===== config.mk =====
export PLATFORM = sky130hd
export DESIGN_NAME = sad_search_ctrl
export DESIGN_NICKNAME = d
export VERILOG_FILES = /design/src/rtl/sad_pkg.sv /design/src/rtl/sad_min_tracker.sv /design/src/rtl/sad_search_ctrl.sv
export SDC_FILE = /design/constraint.sdc
export NUM_CORES = 1
export LEC_CHECK = 0
export ABC_AREA = 1
export BUFFER_PORTS_ARGS = -buffer_cell sky130_fd_sc_hd__buf_2
export CAP_MARGIN = 20
export CELL_PAD_IN_SITES_DETAIL_PLACEMENT = 2
export CELL_PAD_IN_SITES_GLOBAL_PLACEMENT = 2
export CORE_UTILIZATION = 35
export DETAILED_ROUTE_END_ITERATION = 16
export GPL_TIMING_DRIVEN = 0
export PLACE_DENSITY = 0.82
export SLEW_MARGIN = 20
export SYNTH_ARGS = -nofsm -noshare
export SYNTH_HDL_FRONTEND = slang
export SYNTH_SLANG_ARGS = --single-unit

===== constraint.sdc =====
create_clock -name clk -period 4.9 [get_ports clk]
set_clock_uncertainty 0.2 [all_clocks]
set_input_delay 0.49 -clock clk [delete_from_list [all_inputs] [get_ports clk]]
set_output_delay 0.49 -clock clk [all_outputs]
set_load 0.02 [all_outputs]

===== src/rtl/sad_pkg.sv =====
// Shared types and defaults for the SAD candidate search controller.
package sad_pkg;

  localparam int unsigned DEF_WIDTH = 8;
  localparam int unsigned DEF_SAD_W = DEF_WIDTH + 5;
  localparam int unsigned DEF_IDX_W = 6;

  // Starting value of the running minimum, so any real SAD replaces it.
  localparam logic [DEF_SAD_W-1:0] SAD_MAX = '1;

  typedef enum logic [2:0] {
    IDLE = 3'd0,
    LOAD = 3'd1,
    RUN  = 3'd2,
    ACK  = 3'd3,
    DONE = 3'd4
  } state_e;

endpackage


===== src/rtl/sad_min_tracker.sv =====
// Captures each candidate SAD and keeps the strict running minimum and its index.
module sad_min_tracker
  import sad_pkg::*;
#(
  parameter int unsigned SAD_W = DEF_SAD_W,
  parameter int unsigned IDX_W = DEF_IDX_W
) (
  input  logic             clk,
  input  logic             rst,
  input  logic             clear,
  input  logic             capture,
  input  logic             update,
  input  logic [SAD_W-1:0] sad_value,
  input  logic [IDX_W-1:0] cand_idx,
  output logic [SAD_W-1:0] best_sad,
  output logic [IDX_W-1:0] best_idx,
  output logic [SAD_W-1:0] next_best_c
);

  logic [SAD_W-1:0] cap_q;
  logic             lt_c;

  // Strict less-than so ties keep the earliest index.
  assign lt_c        = cap_q < best_sad;
  assign next_best_c = lt_c ? cap_q : best_sad;

  always_ff @(posedge clk or negedge rst) begin
    if (!rst) begin
      cap_q <= '0;
    end else if (capture) begin
      cap_q <= sad_value;
    end
  end

  always_ff @(posedge clk or negedge rst) begin
    if (!rst) begin
      best_sad <= '1;
      best_idx <= '0;
    end else if (clear) begin
      best_sad <= '1;
      best_idx <= '0;
    end else if (update && lt_c) begin
      best_sad <= cap_q;
      best_idx <= cand_idx;
    end
  end

endmodule


===== src/rtl/sad_search_ctrl.sv =====
// Walks a candidate list through the SAD core and reports the minimum SAD and its index.
// Optional threshold early exit: define SAD_EARLY_EXIT_EN.
module sad_search_ctrl
  import sad_pkg::*;
#(
  parameter int unsigned WIDTH = DEF_WIDTH,
  parameter int unsigned SAD_W = WIDTH + 5,
  parameter int unsigned IDX_W = DEF_IDX_W
) (
  input  logic             clk,
  input  logic             rst,
  input  logic             start,
  input  logic [IDX_W-1:0] num_cands,
  input  logic             host_ack,
  output logic [IDX_W-1:0] cand_idx,
  output logic             sad_init,
  output logic             sad_ack,
  input  logic             sad_done,
  input  logic [SAD_W-1:0] sad_value,
  output logic             busy,
  output logic             done,
  output logic [SAD_W-1:0] best_sad,
  output logic [IDX_W-1:0] best_idx
`ifdef SAD_EARLY_EXIT_EN
  ,
  input  logic [SAD_W-1:0] thresh,
  output logic             early
`endif
);

  state_e           state_q, state_d;
  logic [IDX_W-1:0] num_q, num_d;
  logic [IDX_W-1:0] cand_d;
  logic             init_d, ack_d, busy_d, done_d;
  logic             clear_c, capture_c, update_c;
  logic             last_c, early_hit_c;
  logic [SAD_W-1:0] next_best;

  assign last_c = cand_idx == (num_q - IDX_W'(1));

  sad_min_tracker #(
    .SAD_W (SAD_W),
    .IDX_W (IDX_W)
  ) u_min (
    .clk         (clk),
    .rst         (rst),
    .clear       (clear_c),
    .capture     (capture_c),
    .update      (update_c),
    .sad_value   (sad_value),
    .cand_idx    (cand_idx),
    .best_sad    (best_sad),
    .best_idx    (best_idx),
    .next_best_c (next_best)
  );

`ifdef SAD_EARLY_EXIT_EN
  logic [SAD_W-1:0] thresh_q;

  // Threshold check uses the minimum as it will be after this ACK's update.
  assign early_hit_c = next_best <= thresh_q;

  always_ff @(posedge clk or negedge rst) begin
    if (!rst) begin
      thresh_q <= '0;
      early    <= 1'b0;
    end else if (state_q == IDLE && start) begin
      thresh_q <= thresh;
      early    <= 1'b0;
    end else if (state_q == ACK && early_hit_c) begin
      early    <= 1'b1;
    end
  end
`else
  logic unused_next_best;

  assign early_hit_c      = 1'b0;
  assign unused_next_best = ^next_best;
`endif

  always_ff @(posedge clk or negedge rst) begin
    if (!rst) begin
      state_q  <= IDLE;
      num_q    <= '0;
      cand_idx <= '0;
      sad_init <= 1'b0;
      sad_ack  <= 1'b0;
      busy     <= 1'b0;
      done     <= 1'b0;
    end else begin
      state_q  <= state_d;
      num_q    <= num_d;
      cand_idx <= cand_d;
      sad_init <= init_d;
      sad_ack  <= ack_d;
      busy     <= busy_d;
      done     <= done_d;
    end
  end

  always_comb begin
    state_d   = state_q;
    num_d     = num_q;
    cand_d    = cand_idx;
    init_d    = 1'b0;
    ack_d     = 1'b0;
    busy_d    = 1'b1;
    done_d    = 1'b0;
    clear_c   = 1'b0;
    capture_c = 1'b0;
    update_c  = 1'b0;
    case (state_q)
      IDLE: begin
        busy_d = start;
        if (start) begin
          clear_c = 1'b1;
          num_d   = num_cands;
          cand_d  = '0;
          if (num_cands != '0) begin
            state_d = LOAD;
          end else begin
            state_d = DONE;
            done_d  = 1'b1;
          end
        end
      end
      LOAD: begin
        state_d = RUN;
        init_d  = 1'b1;
      end
      RUN: begin
        if (sad_done) begin
          capture_c = 1'b1;
          state_d   = ACK;
          ack_d     = 1'b1;
        end else begin
          init_d = 1'b1;
        end
      end
      ACK: begin
        update_c = 1'b1;
        if (last_c || early_hit_c) begin
          state_d = DONE;
          done_d  = 1'b1;
        end else begin
          cand_d  = cand_idx + IDX_W'(1);
          state_d = LOAD;
        end
      end
      DONE: begin
        if (host_ack) begin
          state_d = IDLE;
          busy_d  = 1'b0;
        end else begin
          done_d = 1'b1;
        end
      end
      default: begin
        state_d = IDLE;
        busy_d  = 1'b0;
      end
    endcase
  end

endmodule


-- After elaboration in Yosys (flattened, before gate mapping)
Index checks and enable logic that the tools add are counted.
- flip-flop bits (word level): 51
- input port bits: 24
- output and inout port bits: 29
- logic and storage cells: 57
- add/sub/neg operators: 2
- order comparisons: 1
- equal/unequal tests: 9
- muxes and demuxes: 26
- reduce and logical (&&, ||, !) cells: 9
- operators with widths (operator ; count):
    $mux 13 ; 2
    $mux 6 ; 4
    $mux 3 ; 5
    $pmux 3 s5 ; 1
    $lt 13x13->1 ; 1
    $pmux 6 s2 ; 1
    $mux 1 ; 10
    $ne 2x2->1 const B ; 4
    $add 6x1->6 const B ; 1
    $eq 3x2->1 const B ; 2
    $eq 6x6->1 ; 1
    $pmux 1 s3 ; 2
    $reduce_and 3->1 ; 2
    $reduce_bool 6->1 ; 1
    $sub 6x1->6 const B ; 1
    $reduce_bool 2->1 ; 2
    $eq 3x1->1 const B ; 1
    $eq 3x3->1 const B ; 1
    $logic_not 3->1 ; 1
    $reduce_or 3->1 ; 1
    $pmux 1 s2 ; 1
    $reduce_and 2->1 ; 1
    $logic_and 1x1->1 ; 1

-- Depth between registers and ports, before layout
- depth in word-level cells: 5
- gate-level depth with buffers: 12
- depth with buffers taken out: 12

-- Cells and area by module
Synthesis repeated with hierarchy kept, for this count alone.
- cell total of the unflattened synthesis: 407
- area total of the unflattened synthesis: 2995.4 um^2
- by module, submodules not included (module ; times used ; cells an instance ; area each (um^2) ; sequential area each (um^2)):
    sad_min_tracker ; 1 ; 252 ; 1865.5 ; 817.0
    sad_search_ctrl ; 1 ; 155 ; 1129.8 ; 475.5

-- Worst setup path after synthesis
No wires, ideal clock.
- path kind: flip-flop to flip-flop
- from: register u_min.best_sad[6]
- to: register u_min.best_idx[0]
- setup time: 0.118 ns
- arrival: 1.862 ns
- setup slack: 2.720 ns
- stages on the path, launching flop included: 13
- cell sequence: dfstp_2 -> inv_1 -> ha_1 -> nand2_1 -> inv_1 -> o21bai_2 -> nand2_1 -> a21oi_4 -> nand3_2 -> buf_6 -> buf_12 -> nand3_2 -> nand2_1
- cells in the longest elaborated chain, start to end: 3
- RTL lines (element ; RTL line ; source):
    start, declared ; sad_min_tracker.sv:15 ; output logic [SAD_W-1:0] best_sad,
    start signal, assigned ; sad_min_tracker.sv:43 ; best_sad <= cap_q;
    $lt 13x13->1 ; sad_min_tracker.sv:24 ; assign lt_c = cap_q < best_sad;
    $logic_and 1x1->1 ; sad_min_tracker.sv:42 ; end else if (update && lt_c) begin
    $reduce_bool 2->1 (no line) ; -- ;
    end signal, assigned ; sad_min_tracker.sv:44 ; best_idx <= cand_idx;
    end, declared ; sad_min_tracker.sv:16 ; output logic [IDX_W-1:0] best_idx,
No other way between the ends.
A chain may end at the register's enable or synchronous reset.

-- Worst setup path after layout
- from: register u_min.best_sad[12]
- to: register u_min.best_idx[3]
Same word-level chain as after synthesis.

==> flow_summary.ini <==
[status]
status = completed

[timing]
setup_violations = 0
tightest_slew_ns = 0.678
drv_slew = 0
hold_violations = 0
timing.fmax_mhz = 400
hold-worst-slack_ns = 0.0180
period_share = 0.511
min_period_ns = 2.50
grt_setup_unrepaired = false
tns_ns = 0
relSlewSlack = 0.548

[synthesis]
yosys_warnings = 0
ys_types = 29
yosysSeqAreaShare = 0.450
syn_area_per_cell_um2 = 8.09
ys_seq_elements = 51
syn_inst = 355
syn_nets = 393
synth_area_um2 = 2870

[die]
die_h_um = 92.6
core_um2 = 7850
start_util = 0.366
top_level_ports = 53
rows = 32
die_area_um2 = 8570
die_w_um = 92.6

[power]
vdd_drop_max_mv = 0.215
power_mw = 2.19
power_per_cell_area_nw_per_um2 = 652
p_leak_nw = 1.85

[global_route]
grt_max_degree = 52
grt_pass1_vias = 2838
antenna_found_initial = 0
grt_overflow_total = 0
grt_util_all_layers = 0.214
grt_pass1_wl_um = 14100

[clock_tree]
postCtsHoldBufs = 0
htree_num_levels = 2
cts_made_buffers = 5
cts_buffer_depth = 2
cts_tree = done
cts.clk_slew.worst_paths_ns = 0.10
clk-insertion-delay-late_ns = 0.31
root_buffer = clkbuf_8
cts_setup_buffers = 0
postCtsResizedCells = 0
cts.sinks = 51

[detailed_routing]
vias_per_cell = 5.03
drc = 0
vias = 2601
wl_um = 8460
firstDrtPassIters = 4
ant_nets = 0
wl_per_cell_um = 16.4
drt_iter0_drc = 79

[worst_hold_path]
hold_class = in -> async

[placed_design]
dp_hpwl_um = 6380
io_buffers = 52
dp.cells = 509
place_congestion = 0.767

[finish]
layout-drive-gt1-share = 0.255
final_cell_mix = nand2_1 (112), buf_2 (59), inv_1 (51), dfrtp_1 (38), nand3_1 (26)
final_common_cell = nand2_1
stdcell_count = 517
area_growth_pct = 17.3
nets = 452
num_antenna_cells = 0
utilization = 0.429
fill_cells = 935

[run]
cap_violations = 0

[worst_setup_path]
arrival_ns = 2.55
path_max_fanout = 10
crit_type = reg -> reg
endpoint_kind = flop
crit_required_ns = 4.94
start_kind = flop
## power breakdown
part,switching [mW],internal (mW)
Sequential,0.129,0.621
Clock,0.146,0.153
Combinational,0.750,0.396
## layer usage
metal | track usage | wire length, um | vias to the layer above
met2 | 0.400 | 4560 | 38
met3 | 0.0230 | 184 | 5
met4 | 0.0690 | 88 | 0
li1 | - | - | 1241
met1 | 0.254 | 3620 | 1317
met5 | 0 | 0 | -
## sequential cells by signal, summed over array words and instances (netlist names)
name,count
u_min.best_sad,13
u_min.cap_q,13
cand_idx,6
num_q,6
u_min.best_idx,6
state_q,3
busy,1
done,1
sad_ack,1
sad_init,1
## synth_stat cells
library cell | n | area share
o21bai_2 | 1 | 0.0039
nor4_1 | 1 | 0.0022
xor2_1 | 3 | 0.0092
nand2_4 | 1 | 0.0039
o21ai_0 | 15 | 0.026
nor2_1 | 18 | 0.024
clkbuf_8 | 1 | 0.0048
buf_6 | 1 | 0.0039
inv_1 | 51 | 0.067
buf_2 | 8 | 0.014
xnor2_1 | 3 | 0.0092
a21oi_4 | 1 | 0.0057
o221ai_1 | 3 | 0.0092
buf_4 | 1 | 0.0026
nand3_2 | 12 | 0.042
nor3_1 | 1 | 0.0017
nand4_1 | 9 | 0.020
o21ai_1 | 2 | 0.0035
nand2_1 | 112 | 0.15
nand2_2 | 3 | 0.0065
inv_2 | 2 | 0.0026
dfrtp_1 | 38 | 0.33
a21oi_1 | 11 | 0.019
nand3_1 | 26 | 0.045
o21ai_4 | 1 | 0.0057
ha_1 | 14 | 0.061
nor2_2 | 2 | 0.0044
buf_12 | 1 | 0.0070
dfstp_2 | 13 | 0.12
## worst max-delay path, stage by stage, from the launching register on
cell and delay [ns]:
dfstp_2 0.58, inv_1 0.05, ha_1 0.30, nand2_1 0.10, nor3_1 0.31, nand2_1 0.26, nand3_2 0.17, buf_6 0.16
buf_12 0.15, nand3_2 0.07, nand2_1 0.09
## stage by stage
| step | area, um2 | setup WS [ns] |
|---|---|---|
| 2_1_floorplan | 2870 | 2.72 |
| 3_3_place_gp | 3260 | 2.61 |
| 3_5_place_dp | 3260 | 2.50 |
| 4_1_cts | 3370 | 2.38 |
| 5_1_grt | 3370 | 2.29 |
| 6_report | 3370 | 2.40 |
## final timing paths
path / depth (start not counted) / endpoint / slack [ns] / from
max reg2reg: 10 / u_min.best_idx[3] / 2.40 / u_min.best_sad[12]
min in group clk: 3 / u_min.cap_q[6] / 0.18 / sad_value[6]
min: 1 / sad_init / 0.02 / rst
max: 10 / u_min.best_idx[3] / 2.40 / u_min.best_sad[12]
max in group asynchronous: 1 / num_q[3] / 4.04 / rst
min reg2reg: 2 / u_min.best_sad[8] / 0.29 / u_min.best_sad[8]
## cell type report
| cell class | instances | area, um2 | share of cell area |
|---|---|---|---|
| repair buffers | 52 | 263 | 0.0780 |
| clock inverters | 1 | 30.0 | 0.00892 |
| multi-input cells | 239 | 1290 | 0.382 |
| clock buffers | 7 | 76.3 | 0.0227 |
| flip-flops and latches | 51 | 1290 | 0.384 |
| well taps | 102 | 128 | 0.0379 |
| plain buffers | 12 | 92.6 | 0.0275 |
| inverters | 53 | 199 | 0.0591 |
## logic make-up after synthesis
family	after synthesis	share of synthesized area
and+or+nand+nor	185	0.296
buffers and inverters	65	0.102
DFF	51	0.450
AOI/OAI and AO/OA	34	0.0732
adders and majority gates	14	0.0610
xor gates and xnor gates	6	0.0183
No activity file was read; power rests on OpenSTA's default activity.
